===== config.mk =====
export PLATFORM = sky130hd
export DESIGN_NAME = conv2d_layer_ctrl
export DESIGN_NICKNAME = d
export VERILOG_FILES = /design/src/rtl/conv2d_pkg.sv /design/src/rtl/conv2d_pass_cnt.sv /design/src/rtl/conv2d_layer_ctrl.sv
export SDC_FILE = /design/constraint.sdc
export NUM_CORES = 1
export LEC_CHECK = 0
export CAP_MARGIN = 10
export CORE_AREA = 2 2 353 355
export DETAILED_ROUTE_END_ITERATION = 10
export DIE_AREA = 0 0 355 357
export PLACE_DENSITY = 0.56
export SYNTH_ARGS = -nofsm -noshare
export SYNTH_HDL_FRONTEND = slang
export SYNTH_SLANG_ARGS = --single-unit

===== constraint.sdc =====
create_clock -name clk -period 7.49 [get_ports clk]
set_input_delay 1.498 -clock clk [delete_from_list [all_inputs] [get_ports clk]]
set_output_delay 1.498 -clock clk [all_outputs]
set_load 0.02 [all_outputs]

===== src/rtl/conv2d_pkg.sv =====
// Shared types and constants for the conv2d layer sequencer.
package conv2d_pkg;

  localparam int          KS_DEF    = 3;
  localparam logic [31:0] FP32_ZERO = 32'h0000_0000;

  typedef enum logic [2:0] {
    ST_IDLE   = 3'd0,
    ST_FETCH  = 3'd1,
    ST_LOAD   = 3'd2,
    ST_STREAM = 3'd3,
    ST_DRAIN  = 3'd4,
    ST_NEXT   = 3'd5,
    ST_DONE   = 3'd6
  } state_e;

  // Width of a packed KSxKS fp32 weight bus.
  function automatic int wt_bus_w(input int ks);
    return ks * ks * 32;
  endfunction

endpackage


===== src/rtl/conv2d_pass_cnt.sv =====
// Per-pass pixel/output counters with expected-count compare.
module conv2d_pass_cnt
  import conv2d_pkg::*;
#(
  parameter int C_WIDTH = 9,
  parameter int KS      = KS_DEF
) (
  input  logic               clk,
  input  logic               rst,
  input  logic               i_clr,
  input  logic               i_ena_x,
  input  logic               i_ena_z,
  input  logic [C_WIDTH-1:0] i_width,
  input  logic [C_WIDTH-1:0] i_height,
  output logic               o_pix_full,
  output logic               o_z_mismatch
);

  localparam int                 CW2 = 2 * C_WIDTH;
  localparam logic [C_WIDTH-1:0] KM1 = C_WIDTH'(KS - 1);

  logic [CW2-1:0] r_pix_cnt;
  logic [CW2-1:0] r_z_cnt;
  logic [CW2-1:0] w_pix_total;
  logic [CW2-1:0] w_z_expect;
  logic [CW2-1:0] w_z_now;

  assign w_pix_total = CW2'(i_width) * CW2'(i_height);
  assign w_z_expect  = CW2'(i_width - KM1) * CW2'(i_height - KM1);
  // An output arriving together with the overflow flag still belongs to this pass.
  assign w_z_now     = r_z_cnt + CW2'(i_ena_z);

  assign o_pix_full   = (r_pix_cnt >= w_pix_total);
  assign o_z_mismatch = (w_z_now != w_z_expect);

  // Count accepted input pixels and produced outputs; cleared when a pass is loaded.
  always_ff @(posedge clk or negedge rst) begin
    if (!rst) begin
      r_pix_cnt <= '0;
      r_z_cnt   <= '0;
    end else if (i_clr) begin
      r_pix_cnt <= '0;
      r_z_cnt   <= '0;
    end else begin
      if (i_ena_x) r_pix_cnt <= r_pix_cnt + CW2'(1);
      if (i_ena_z) r_z_cnt   <= r_z_cnt + CW2'(1);
    end
  end

endmodule


===== src/rtl/conv2d_layer_ctrl.sv =====
// Layer sequencer for the 3x3 fp32 convolution core.
// Optional macro CONV2D_LAYER_CTRL_BIAS_EN: adds wt_bias, injected as the
// first-pass partial sum instead of zero.
module conv2d_layer_ctrl
  import conv2d_pkg::*;
#(
  parameter int C_WIDTH = 9,
  parameter int KS      = KS_DEF,
  parameter int CH_W    = 8
) (
  input  logic                      clk,
  input  logic                      rst,
  input  logic                      cfg_start,
  input  logic [C_WIDTH-1:0]        cfg_width_in,
  input  logic [C_WIDTH-1:0]        cfg_height_in,
  input  logic [CH_W-1:0]           cfg_n_ic,
  input  logic [CH_W-1:0]           cfg_n_oc,
  output logic                      cfg_busy,
  output logic                      cfg_done,
  output logic                      cfg_err,
  output logic                      wt_req,
  output logic [CH_W-1:0]           wt_oc,
  output logic [CH_W-1:0]           wt_ic,
  input  logic                      wt_vld,
  input  logic [wt_bus_w(KS)-1:0]   wt_data,
`ifdef CONV2D_LAYER_CTRL_BIAS_EN
  input  logic [31:0]               wt_bias,
`endif
  output logic                      src_start,
  output logic [CH_W-1:0]           src_ic,
  input  logic                      src_vld,
  input  logic [31:0]               src_data,
  output logic                      src_rdy,
  output logic                      param_ena,
  output logic [wt_bus_w(KS)-1:0]   param_weight,
  output logic [C_WIDTH-1:0]        param_width_in,
  output logic [C_WIDTH-1:0]        param_height_out,
  output logic                      pxl_ena_x,
  output logic [31:0]               pxl_x,
  input  logic                      pxl_ena_y,
  output logic [31:0]               pxl_y,
  input  logic                      pxl_ena_z,
  input  logic [31:0]               pxl_z,
  input  logic                      pxl_ovr,
  input  logic                      psum_empty,
  input  logic [31:0]               psum_q,
  output logic                      psum_rd,
  output logic                      psum_wr,
  output logic [31:0]               psum_wdata,
  output logic                      out_vld,
  output logic [31:0]               out_data,
  output logic [CH_W-1:0]           out_oc
);

  localparam logic [C_WIDTH-1:0] KS_C = C_WIDTH'(KS);
  localparam logic [C_WIDTH-1:0] KM1  = C_WIDTH'(KS - 1);

  state_e                  r_state;
  logic [C_WIDTH-1:0]      r_width;
  logic [C_WIDTH-1:0]      r_height;
  logic [CH_W-1:0]         r_n_ic;
  logic [CH_W-1:0]         r_n_oc;
  logic [CH_W-1:0]         r_oc;
  logic [CH_W-1:0]         r_ic;
  logic                    r_err;
  logic                    r_stream_first;
  logic [wt_bus_w(KS)-1:0] r_wt;
  logic [C_WIDTH-1:0]      r_param_w;
  logic [C_WIDTH-1:0]      r_param_h;
  logic [31:0]             w_first_y;

  logic w_first;
  logic w_last;
  logic w_pix_full;
  logic w_z_mismatch;
  logic w_cfg_bad;
  logic w_cfg_empty;

`ifdef CONV2D_LAYER_CTRL_BIAS_EN
  logic [31:0] r_bias;
  assign w_first_y = r_bias;
`else
  assign w_first_y = FP32_ZERO;
`endif

  assign w_first     = (r_ic == '0);
  assign w_last      = (r_ic == r_n_ic - CH_W'(1));
  assign w_cfg_bad   = (cfg_width_in < KS_C) || (cfg_height_in < KS_C);
  assign w_cfg_empty = (cfg_n_ic == '0) || (cfg_n_oc == '0);

  conv2d_pass_cnt #(
    .C_WIDTH (C_WIDTH),
    .KS      (KS)
  ) u_pass_cnt (
    .clk          (clk),
    .rst          (rst),
    .i_clr        (r_state == ST_LOAD),
    .i_ena_x      (pxl_ena_x),
    .i_ena_z      (pxl_ena_z),
    .i_width      (r_width),
    .i_height     (r_height),
    .o_pix_full   (w_pix_full),
    .o_z_mismatch (w_z_mismatch)
  );

  assign cfg_busy         = (r_state != ST_IDLE);
  assign cfg_done         = (r_state == ST_DONE);
  assign cfg_err          = r_err;
  assign wt_req           = (r_state == ST_FETCH);
  assign wt_oc            = r_oc;
  assign wt_ic            = r_ic;
  assign src_start        = r_stream_first;
  assign src_ic           = r_ic;
  assign param_ena        = (r_state == ST_LOAD);
  assign param_weight     = r_wt;
  assign param_width_in   = r_param_w;
  assign param_height_out = r_param_h;

  // The cycle after src_start is the earliest accept, giving the core two
  // cycles after param_ena; an overflow aborts acceptance immediately.
  assign src_rdy   = (r_state == ST_STREAM) && !r_stream_first && !w_pix_full && !pxl_ovr;
  assign pxl_ena_x = src_vld && src_rdy;
  assign pxl_x     = src_data;

  assign pxl_y      = w_first ? w_first_y : psum_q;
  assign psum_rd    = pxl_ena_y && !w_first;
  assign psum_wr    = pxl_ena_z && !w_last;
  assign psum_wdata = pxl_z;
  assign out_vld    = pxl_ena_z && w_last;
  assign out_data   = pxl_z;
  assign out_oc     = r_oc;

  // Layer sequencing: fetch, load, stream and drain each (oc, ic) pair.
  always_ff @(posedge clk or negedge rst) begin
    if (!rst) begin
      r_state        <= ST_IDLE;
      r_width        <= '0;
      r_height       <= '0;
      r_n_ic         <= '0;
      r_n_oc         <= '0;
      r_oc           <= '0;
      r_ic           <= '0;
      r_err          <= 1'b0;
      r_stream_first <= 1'b0;
      r_wt           <= '0;
      r_param_w      <= '0;
      r_param_h      <= '0;
`ifdef CONV2D_LAYER_CTRL_BIAS_EN
      r_bias         <= '0;
`endif
    end else begin
      r_stream_first <= 1'b0;
      case (r_state)
        ST_IDLE: begin
          if (cfg_start) begin
            r_width  <= cfg_width_in;
            r_height <= cfg_height_in;
            r_n_ic   <= cfg_n_ic;
            r_n_oc   <= cfg_n_oc;
            r_oc     <= '0;
            r_ic     <= '0;
            r_err    <= w_cfg_bad;
            r_state  <= (w_cfg_bad || w_cfg_empty) ? ST_DONE : ST_FETCH;
          end
        end
        ST_FETCH: begin
          if (wt_vld) begin
            r_wt      <= wt_data;
`ifdef CONV2D_LAYER_CTRL_BIAS_EN
            r_bias    <= wt_bias;
`endif
            r_param_w <= r_width;
            r_param_h <= r_height - KM1;
            r_state   <= ST_LOAD;
          end
        end
        ST_LOAD: begin
          r_stream_first <= 1'b1;
          r_state        <= ST_STREAM;
        end
        ST_STREAM: begin
          if (pxl_ovr) begin
            r_err   <= 1'b1;
            r_state <= ST_NEXT;
          end else if (w_pix_full) begin
            r_state <= ST_DRAIN;
          end
        end
        ST_DRAIN: begin
          if (pxl_ovr) begin
            if (w_z_mismatch) r_err <= 1'b1;
            r_state <= ST_NEXT;
          end
        end
        ST_NEXT: begin
          if (r_ic + CH_W'(1) == r_n_ic) begin
            r_ic    <= '0;
            r_oc    <= r_oc + CH_W'(1);
            r_state <= (r_oc + CH_W'(1) == r_n_oc) ? ST_DONE : ST_FETCH;
          end else begin
            r_ic    <= r_ic + CH_W'(1);
            r_state <= ST_FETCH;
          end
        end
        ST_DONE: r_state <= ST_IDLE;
        default: r_state <= ST_IDLE;
      endcase
      if (psum_rd && psum_empty) r_err <= 1'b1;
    end
  end

endmodule


Yosys cells after proc, flatten, opt, wreduce, memory -nomap -nowiden
Cells that the tools add are included.
W data, S select, Z words.
{"block": "totals", "inputBits": 427, "out_inout_bits": 477, "reg_bits": 397}
{"block": "op_classes", "add_sub_neg": 9, "reduce_logical": 31, "mux": 26, "order_cmp": 3, "mul": 2, "n_eq_ne": 19}
{"operator": "$mux W18", "n": 4}
{"operator": "$add A18 B1 Y18 const B", "n": 2}
{"operator": "$mux W32", "n": 1}
{"operator": "$pmux W8 S2", "n": 2}
{"operator": "$eq A8 B8 Y1", "n": 3}
{"operator": "$logic_not A8 Y1", "n": 3}
{"operator": "$mux W3", "n": 8}
{"operator": "$mux W8", "n": 3}
{"operator": "$sub A9 B2 Y10 const B", "n": 2}
{"operator": "$add A18 B1 Y18", "n": 1}
{"operator": "$ge A18 B18 Y1", "n": 1}
{"operator": "$lt A9 B2 Y1 const B", "n": 2}
{"operator": "$mul A18 B18 Y18", "n": 1}
{"operator": "$mul A9 B9 Y18", "n": 1}
{"operator": "$ne A18 B18 Y1", "n": 1}
{"operator": "$pmux W3 S6", "n": 1}
{"operator": "$add A8 B1 Y8 const B", "n": 2}
{"operator": "$eq A3 B3 Y1 const B", "n": 3}
{"operator": "$ne A3 B3 Y1 const B", "n": 3}
{"operator": "$sub A9 B2 Y9 const B", "n": 1}
{"operator": "$logic_and A1 B1 Y1", "n": 8}
{"operator": "$sub A8 B1 Y8 const B", "n": 1}
{"operator": "$eq A3 B2 Y1 const B", "n": 2}
{"operator": "$mux W1", "n": 6}
{"operator": "other kinds (15)", "n": 28}

Logic depth before layout (Yosys ltp)
{"block": "logic_depth", "word_depth": 8, "ltp_mapped": 31, "mapped_depth_nobuf": 27}

Cells and area by module
Synthesis repeated with hierarchy kept, for this count alone.
{"block": "unflattened", "hier_cells": 2803, "area_unflattened_um2": 24626.1}
{"mod": "conv2d_layer_ctrl", "instances": 1, "seq_area_each_um2": 9033.7, "cells_each": 1773, "area_per_inst_um2": 15680.0}
{"mod": "conv2d_pass_cnt", "instances": 1, "seq_area_each_um2": 900.9, "cells_each": 1030, "area_per_inst_um2": 8946.1}

Least setup slack after synthesis
Ideal clock, no wire load.
{"block": "synth_timing", "path_type": "register -> output", "start": "register r_width[3]", "end": "output port src_rdy", "stages_incl_launch_ff": 27, "arrival_ns": 5.885, "path_buffers": 2, "slack_ns": 0.107, "required_ns": 5.992, "path_cell_list": "dfrtp_1 -> clkbuf_1 -> clkbuf_1 -> nand2_1 -> fa_1 -> fa_1 -> inv_1 -> ha_1 -> inv_1 -> fa_1 -> inv_1 -> ha_1 -> a21o_1 -> a21oi_1 -> nor2b_1 -> o21a_1 -> or3_1 -> a31oi_1 -> xnor2_1 -> ha_1 -> a21o_1 -> a21o_1 -> a21oi_1 -> o211ai_1 -> a21oi_1 -> o21ai_0 -> nor2_1"}
{"block": "synth_via", "elab_chain_len": 5}
{"item": "start: declaration", "line": "conv2d_layer_ctrl.sv:59", "text": "logic [C_WIDTH-1:0] r_width;"}
{"item": "start signal: assignment", "line": "conv2d_layer_ctrl.sv:156", "text": "r_width <= cfg_width_in;"}
{"item": "$mul A9 B9 Y18", "line": "conv2d_pass_cnt.sv:28", "text": "assign w_pix_total = CW2'(i_width) * CW2'(i_height);"}
{"item": "$ge A18 B18 Y1", "line": "conv2d_pass_cnt.sv:33", "text": "assign o_pix_full = (r_pix_cnt >= w_pix_total);"}
{"item": "$logic_not A1 Y1", "line": "conv2d_layer_ctrl.sv:121", "text": "assign src_rdy = (r_state == ST_STREAM) && !r_stream_first && !w_pix_full && !pxl_ovr;"}
{"item": "$logic_and A1 B1 Y1 (2 in a row)", "line": "conv2d_layer_ctrl.sv:121"}
{"item": "end: declaration", "line": "conv2d_layer_ctrl.sv:33", "text": "output logic src_rdy,"}
No other way between the ends.

Final worst setup path
{"block": "layout_timing", "start": "register r_height[2]", "end": "output port pxl_ena_x"}
{"block": "layout_via", "elab_chain_len": 6}
{"item": "start: declaration", "line": "conv2d_layer_ctrl.sv:60", "text": "logic [C_WIDTH-1:0] r_height;"}
{"item": "start signal: assignment", "line": "conv2d_layer_ctrl.sv:157", "text": "r_height <= cfg_height_in;"}
{"item": "$mul A9 B9 Y18", "line": "conv2d_pass_cnt.sv:28"}
{"item": "$ge A18 B18 Y1", "line": "conv2d_pass_cnt.sv:33"}
{"item": "$logic_not A1 Y1", "line": "conv2d_layer_ctrl.sv:121"}
{"item": "$logic_and A1 B1 Y1 (2 in a row)", "line": "conv2d_layer_ctrl.sv:121"}
{"item": "$logic_and A1 B1 Y1", "line": "conv2d_layer_ctrl.sv:122", "text": "assign pxl_ena_x = src_vld && src_rdy;"}
{"item": "end: declaration", "line": "conv2d_layer_ctrl.sv:38", "text": "output logic pxl_ena_x,"}
No other way between the ends.

==> results <==
[registers in the layout, summed over array words and instances, names as in the netlist]
register / flops
src_ic: 8
src_start: 1
u_pass_cnt.r_z_cnt: 18
u_pass_cnt.r_pix_cnt: 18
param_width_in: 9
r_width: 9
out_oc: 8
param_weight: 288
param_height_out: 9
cfg_err: 1
r_height: 9
r_state: 3
r_n_ic: 8
r_n_oc: 8
[cells by family after synthesis]
group | Yosys count | share of synthesized area [%]
compound gates | 169 | 4.37
xor+xnor | 133 | 4.71
fa+ha+maj | 265 | 17.6
buf+inv | 466 | 8.68
flops | 397 | 39.4
mux | 37 | 1.61
simple gates | 1412 | 23.7
[Yosys cell counts (10+ instances only)]
| master | instances |
|---|---|
| nand2_1 | 1052 |
| dfrtp_1 | 397 |
| inv_1 | 221 |
| fa_1 | 148 |
| ha_1 | 117 |
| buf_4 | 115 |
| clkbuf_1 | 114 |
| nor2_1 | 106 |
| xnor2_1 | 81 |
| and2_1 | 71 |
| xor2_1 | 50 |
| a21oi_1 | 31 |
| o21ai_0 | 31 |
| nand3_1 | 30 |
| mux2_2 | 29 |
| nand2b_1 | 27 |
| nor3_1 | 24 |
| nand4_1 | 20 |
| o21ai_1 | 16 |
| and3_1 | 13 |
| nor2b_1 | 13 |
| nor4_1 | 13 |
| o211ai_1 | 13 |
| a21o_1 | 12 |
| or4_1 | 11 |
| o41ai_1 | 10 |
[final timing paths]
| kind | endpoint | slack (ns) | cells after the start |
|---|---|---|---|
| hold / removal | param_weight[0] | 0.47 | 2 |
| min in group asynchronous | param_weight[165] | 0.78 | 1 |
| setup reg to reg | cfg_err | 0.33 | 22 |
| max in group asynchronous | param_weight[54] | 5.19 | 2 |
| setup / recovery | pxl_ena_x | -0.18 | 26 |
| hold reg to reg | param_weight[0] | 0.47 | 2 |
[routing by layer]
layer,vias to the layer above,track usage (%)
met4,30,7.77
met5,-,0
met3,204,12.3
met1,11000,22.8
li1,10200,-
met2,858,28.0
[timing repair]
action | in CTS | in global routing
pin swaps | 43 | 38
buffers inserted | 30 | 12
resized for setup | 50 | 35
endpoints found under the setup margin | 2 | 3
[tightest hold or removal path: stages, from the launching register on]
cell	delay, ns
dfrtp_1	0.34
nand2_1	0.05
nand2_1	0.05
[layout by cell type (no fill, tap or decap), types with 13 or more instances in the layout]
| master | n |
|---|---|
| nor2_1 | 104 |
| fa_1 | 144 |
| mux2_2 | 29 |
| nand2_1 | 1041 |
| diode_2 | 15 |
| ha_1 | 107 |
| xnor2_1 | 81 |
| inv_1 | 212 |
| o211ai_1 | 13 |
| clkdlybuf4s50_1 | 740 |
| nand3_1 | 30 |
| nor2b_1 | 13 |
| nand2b_1 | 27 |
| and2_1 | 71 |
| dfrtp_1 | 388 |
| nor3_1 | 24 |
| buf_4 | 88 |
| clkbuf_16 | 53 |
| o21ai_0 | 28 |
| a21oi_1 | 26 |
| nor4_1 | 13 |
| xor2_1 | 48 |
| nand4_1 | 20 |
| o21ai_1 | 18 |
[stage by stage]
stage	cells	setup TNS, ns	setup WS (ns)	utilization [%]	instance area [um2]
floorplan	2879	0	0.107	-	25200
global placement	5083	0	0.0176	27.6	34000
detailed placement	5083	0	0.0248	27.6	34000
CTS	5209	-0.313	-0.183	29.5	36200
global route	5229	-0.919	-0.467	29.7	36500
finish	5236	-0.297	-0.176	29.7	36500
[area by class of cell]
class | instances | area, um2
tap | 1637 | 2050
fill | 13000 | 86500
multi-input combinational | 2016 | 13400
clock buffer | 69 | 1490
timing repair buffer | 852 | 8420
inverter | 223 | 837
antenna | 15 | 37.5
sequential | 397 | 9950
clock inverter | 27 | 392
==> flow_metrics.py <==
metrics = {
    "run_status": {
        "status": "complete, but fails checks",
        "violations": "setup timing",
    },
    "cts": {
        "numCtsBuffers": 53,
        "ctsHoldBuffers": 0,
        "clock-sinks": 397,
        "cts_root_buf": "clkbuf_16",
        "cts_max_level": 2,
        "cts_max_path_buffers": 3,
        "cts.reportedPaths.clkPinSlew_ns": 0.06,
        "cts_tree": "done",
        "clk_latency_ns": 0.65,
    },
    "timing": {
        "finalCritPeriodShare_pct": 102,
        "report.final.slew_viol_count": 0,
        "rsz0062_at_grt": "yes",
        "finalSetupViolCount": 2,
        "clock_skew_ns": 0.0440,
        "finalHoldViolations": 0,
        "max_freq_mhz": 130,
        "fin_ws_ns": -0.176,
        "tightestPinTransition_ns": 1.12,
        "worst_hold_slack_ns": 0.473,
        "final.min_clock_period_ns": 7.67,
        "slew_headroom_pct": 25.2,
    },
    "setup_path": {
        "cp-startpoint": "r_height[2]",
        "required_ns": 5.99,
        "worst-path-max-fanout": 3,
        "arrival_ns": 6.17,
        "cp-end-kind": "output port",
        "worstReg2RegStart": "r_width[1]",
        "critPathBufInv": 6,
        "critical_path_class": "flop to output port",
        "crit_family": "adder cells",
        "cp-start-kind": "flop",
        "crit_slowest_cell": "fa_1",
        "slowest_delay_ns": 0.51,
    },
    "die": {
        "die-area_mm2": 0.127,
        "start_util_pct": 20.5,
        "chipWidth_um": 355,
        "num_rows": 129,
        "pin_count": 904,
        "core_mm2": 0.123,
        "dieHeight_um": 357,
    },
    "yosys": {
        "syn-num-nets": 3571,
        "syn_inst": 2879,
        "netlist-cell-type-count": 71,
        "synth_warnings": 0,
        "ys.flop_type": "dfrtp_1",
        "avgSynthCellArea_um2": 8.75,
        "postSynthRegisterBits": 397,
        "yosysTopAreaCell": "dfrtp_1",
        "async_flop_share_pct": 100,
        "synth_enable_flop_cells": 0,
        "syn_area_mm2": 0.0252,
        "synth_seq_area_share_pct": 39.4,
        "synth.area.top_cells": "dfrtp_1, nand2_1, fa_1",
        "synth_top_cell_area_share_pct": 39.4,
    },
    "grt": {
        "grt_pass1_vias": 22500,
        "gr-total-overflow": 0,
        "antenna_found_initial": 44,
        "track_usage_pct": 19.4,
        "grt_max_degree": 154,
        "grt_pass1_wl_um": 174000,
    },
    "place": {
        "routabilityCongestion": 0.918,
        "hpwl_um": 101000,
        "port_buffers": 743,
    },
    "detailed_routing": {
        "drtIter0Drc": 1610,
        "ant_nets": 0,
        "maxUsedRoutingLayer": "met5",
        "wl_per_cell_um": 24.1,
        "wl_met1_um": 48400,
        "wl_um": 126000,
        "met2_length_um": 54000,
        "drtPass1Iterations": 6,
        "route.vias.total": 22300,
        "vias_per_cell": 4.26,
        "drc": 0,
        "dr_wl_met3_um": 18100,
    },
    "cells_and_area": {
        "drive_above_1_share_pct": 8.76,
        "layout.nets": 4235,
        "area_growth_pct": 44.9,
    },
    "job": {
        "drv_cap": 0,
    },
    "worst_hold_path": {
        "hp-start": "param_weight[0]",
        "hold_class": "flop to flop",
    },
}
Power of run 1 is left out: the tool's default activity adds up to more than one toggle a clock period on the data nets, which glitch-free logic cannot reach.
==> variant: new RTL, config.mk and constraints unchanged <==
Set the package constant `KS_DEF` to 2 (it was 3).
--- a/src/rtl/conv2d_pkg.sv
+++ b/src/rtl/conv2d_pkg.sv
@@ -1,7 +1,7 @@
 // Shared types and constants for the conv2d layer sequencer.
 package conv2d_pkg;
 
-  localparam int          KS_DEF    = 3;
+  localparam int          KS_DEF    = 2;
   localparam logic [31:0] FP32_ZERO = 32'h0000_0000;
 
   typedef enum logic [2:0] {
Interface: changed (resized param_weight and wt_data); port bits go from 904 to 584. No check against the original RTL was run, so the function may have changed too.
==> variant against the original RTL <==
- the flow still finishes with violations (negative setup slack)
- setup slack better by 12 ps
- wire length shrank 52%
- sequential cell count decreased by 160
- non-clock buffer count decreased by 314
- synthesized area is 24% lower
- cell count shrank 20%
- design area shrank 28%
- critical endpoint is now src_rdy
- largest cell class unchanged
Power is not shown: default switching activity piles up to over one toggle a cycle in this logic, so the estimate is an artifact.
==> variant: results (changes against the original RTL) <==
----------------------------------------------------
[Outcome]
  Run status ... finished with violations (unchanged)
  Failing checks ... negative setup slack (unchanged)

[Synth]
  Most common library cells after synthesis ... nand2_1, dfrtp_1, inv_1 (unchanged)
  Portion of netlist area occupied by mux cells ... 0.0193 (was 0.0161)
  Post-Synth XOR/XNOR Area ... 0.0670 (was 0.0471)
  Synth unique cells ... 59 (was 71)
  Post-synthesis adder-cell area fraction ... 0.233 (was 0.176)

[Timing]
  Min setup slack post-route ... -164 ps (was -176 ps)
  Clock skew ... 17.9 ps (was 44.0 ps)
  Worst slew margin ... 0.354 (was 0.252)
  Final TNS setup ... -271 ps (was -297 ps)
  Count of endpoints failing setup in the final report ... 2 (unchanged)

[Clock tree]
  Count of cells resized by post-cts repair ... 44 (was 50)
  CTS Buf Count ... 29 (was 53)
  Number of H-tree levels ... 1 (was 2)

[Layout]
  Max reg flops ... 128 (was 288)
  Number of nets in the layout ... 3082 (was 4235)
  Number of cells in the finished layout apart from fillers ... 4211 (was 5236)

[Worst setup path]
  Slowest cell delay on critical path ... 530 ps (was 510 ps)
  Critical path peak fanout ... 4 (was 3)
  Flop-to-flop setup slack ... 240 ps (was 330 ps)

[Place]
  Placement Setup Slack ... -699 ps (was 24.8 ps)
  Final GP Congestion ... 0.799 (was 0.918)

[GRT]
  Wire length of the first global-routing pass ... 91.9 mm (was 174 mm)
  Number of antenna violations at the first check in global routing ... 3 (was 44)

[Hold path]
  HP Start ... param_weight[68] (was param_weight[0])

[Routing]
  Via count ... 15524 (was 22320)

----------------------------------------------------
variant: changes by cell type after synthesis, sizes merged, moves of 12 or more:
cell	before	now
nand2	1052	590
dfrtp	397	237
nor2	107	119
o21ai	47	64
clkbuf	115	92
inv	222	209
variant: routing by layer:
metal	track usage	vias to the layer above	wire length, um
li1	-	7525	-
met3	0.0220	99	4100
met1	0.127	7476	27500
met4	0.0225	2	1600
met5	0	-	13
met2	0.144	422	27700
variant: how the worst max path moves through the flow:
stage / start / to / slack, ps
after floorplan: r_width[6] / pxl_ena_x / 3
after global placement: r_height[2] / src_rdy / -670
after detailed placement: r_height[2] / src_rdy / -700
after CTS: r_height[0] / src_rdy / -220
after global routing: r_width[4] / src_rdy / -460
final: r_height[0] / src_rdy / -160
variant: final cells by class:
cell class	instances	area (sq um)
antenna	3	7.51
fill	13533	96700
tap	1637	2050
clock inverter	14	140
sequential	237	5930
timing repair buffer	538	5180
clock buffer	38	830
multi-input combinational	1535	11300
inverter	209	788
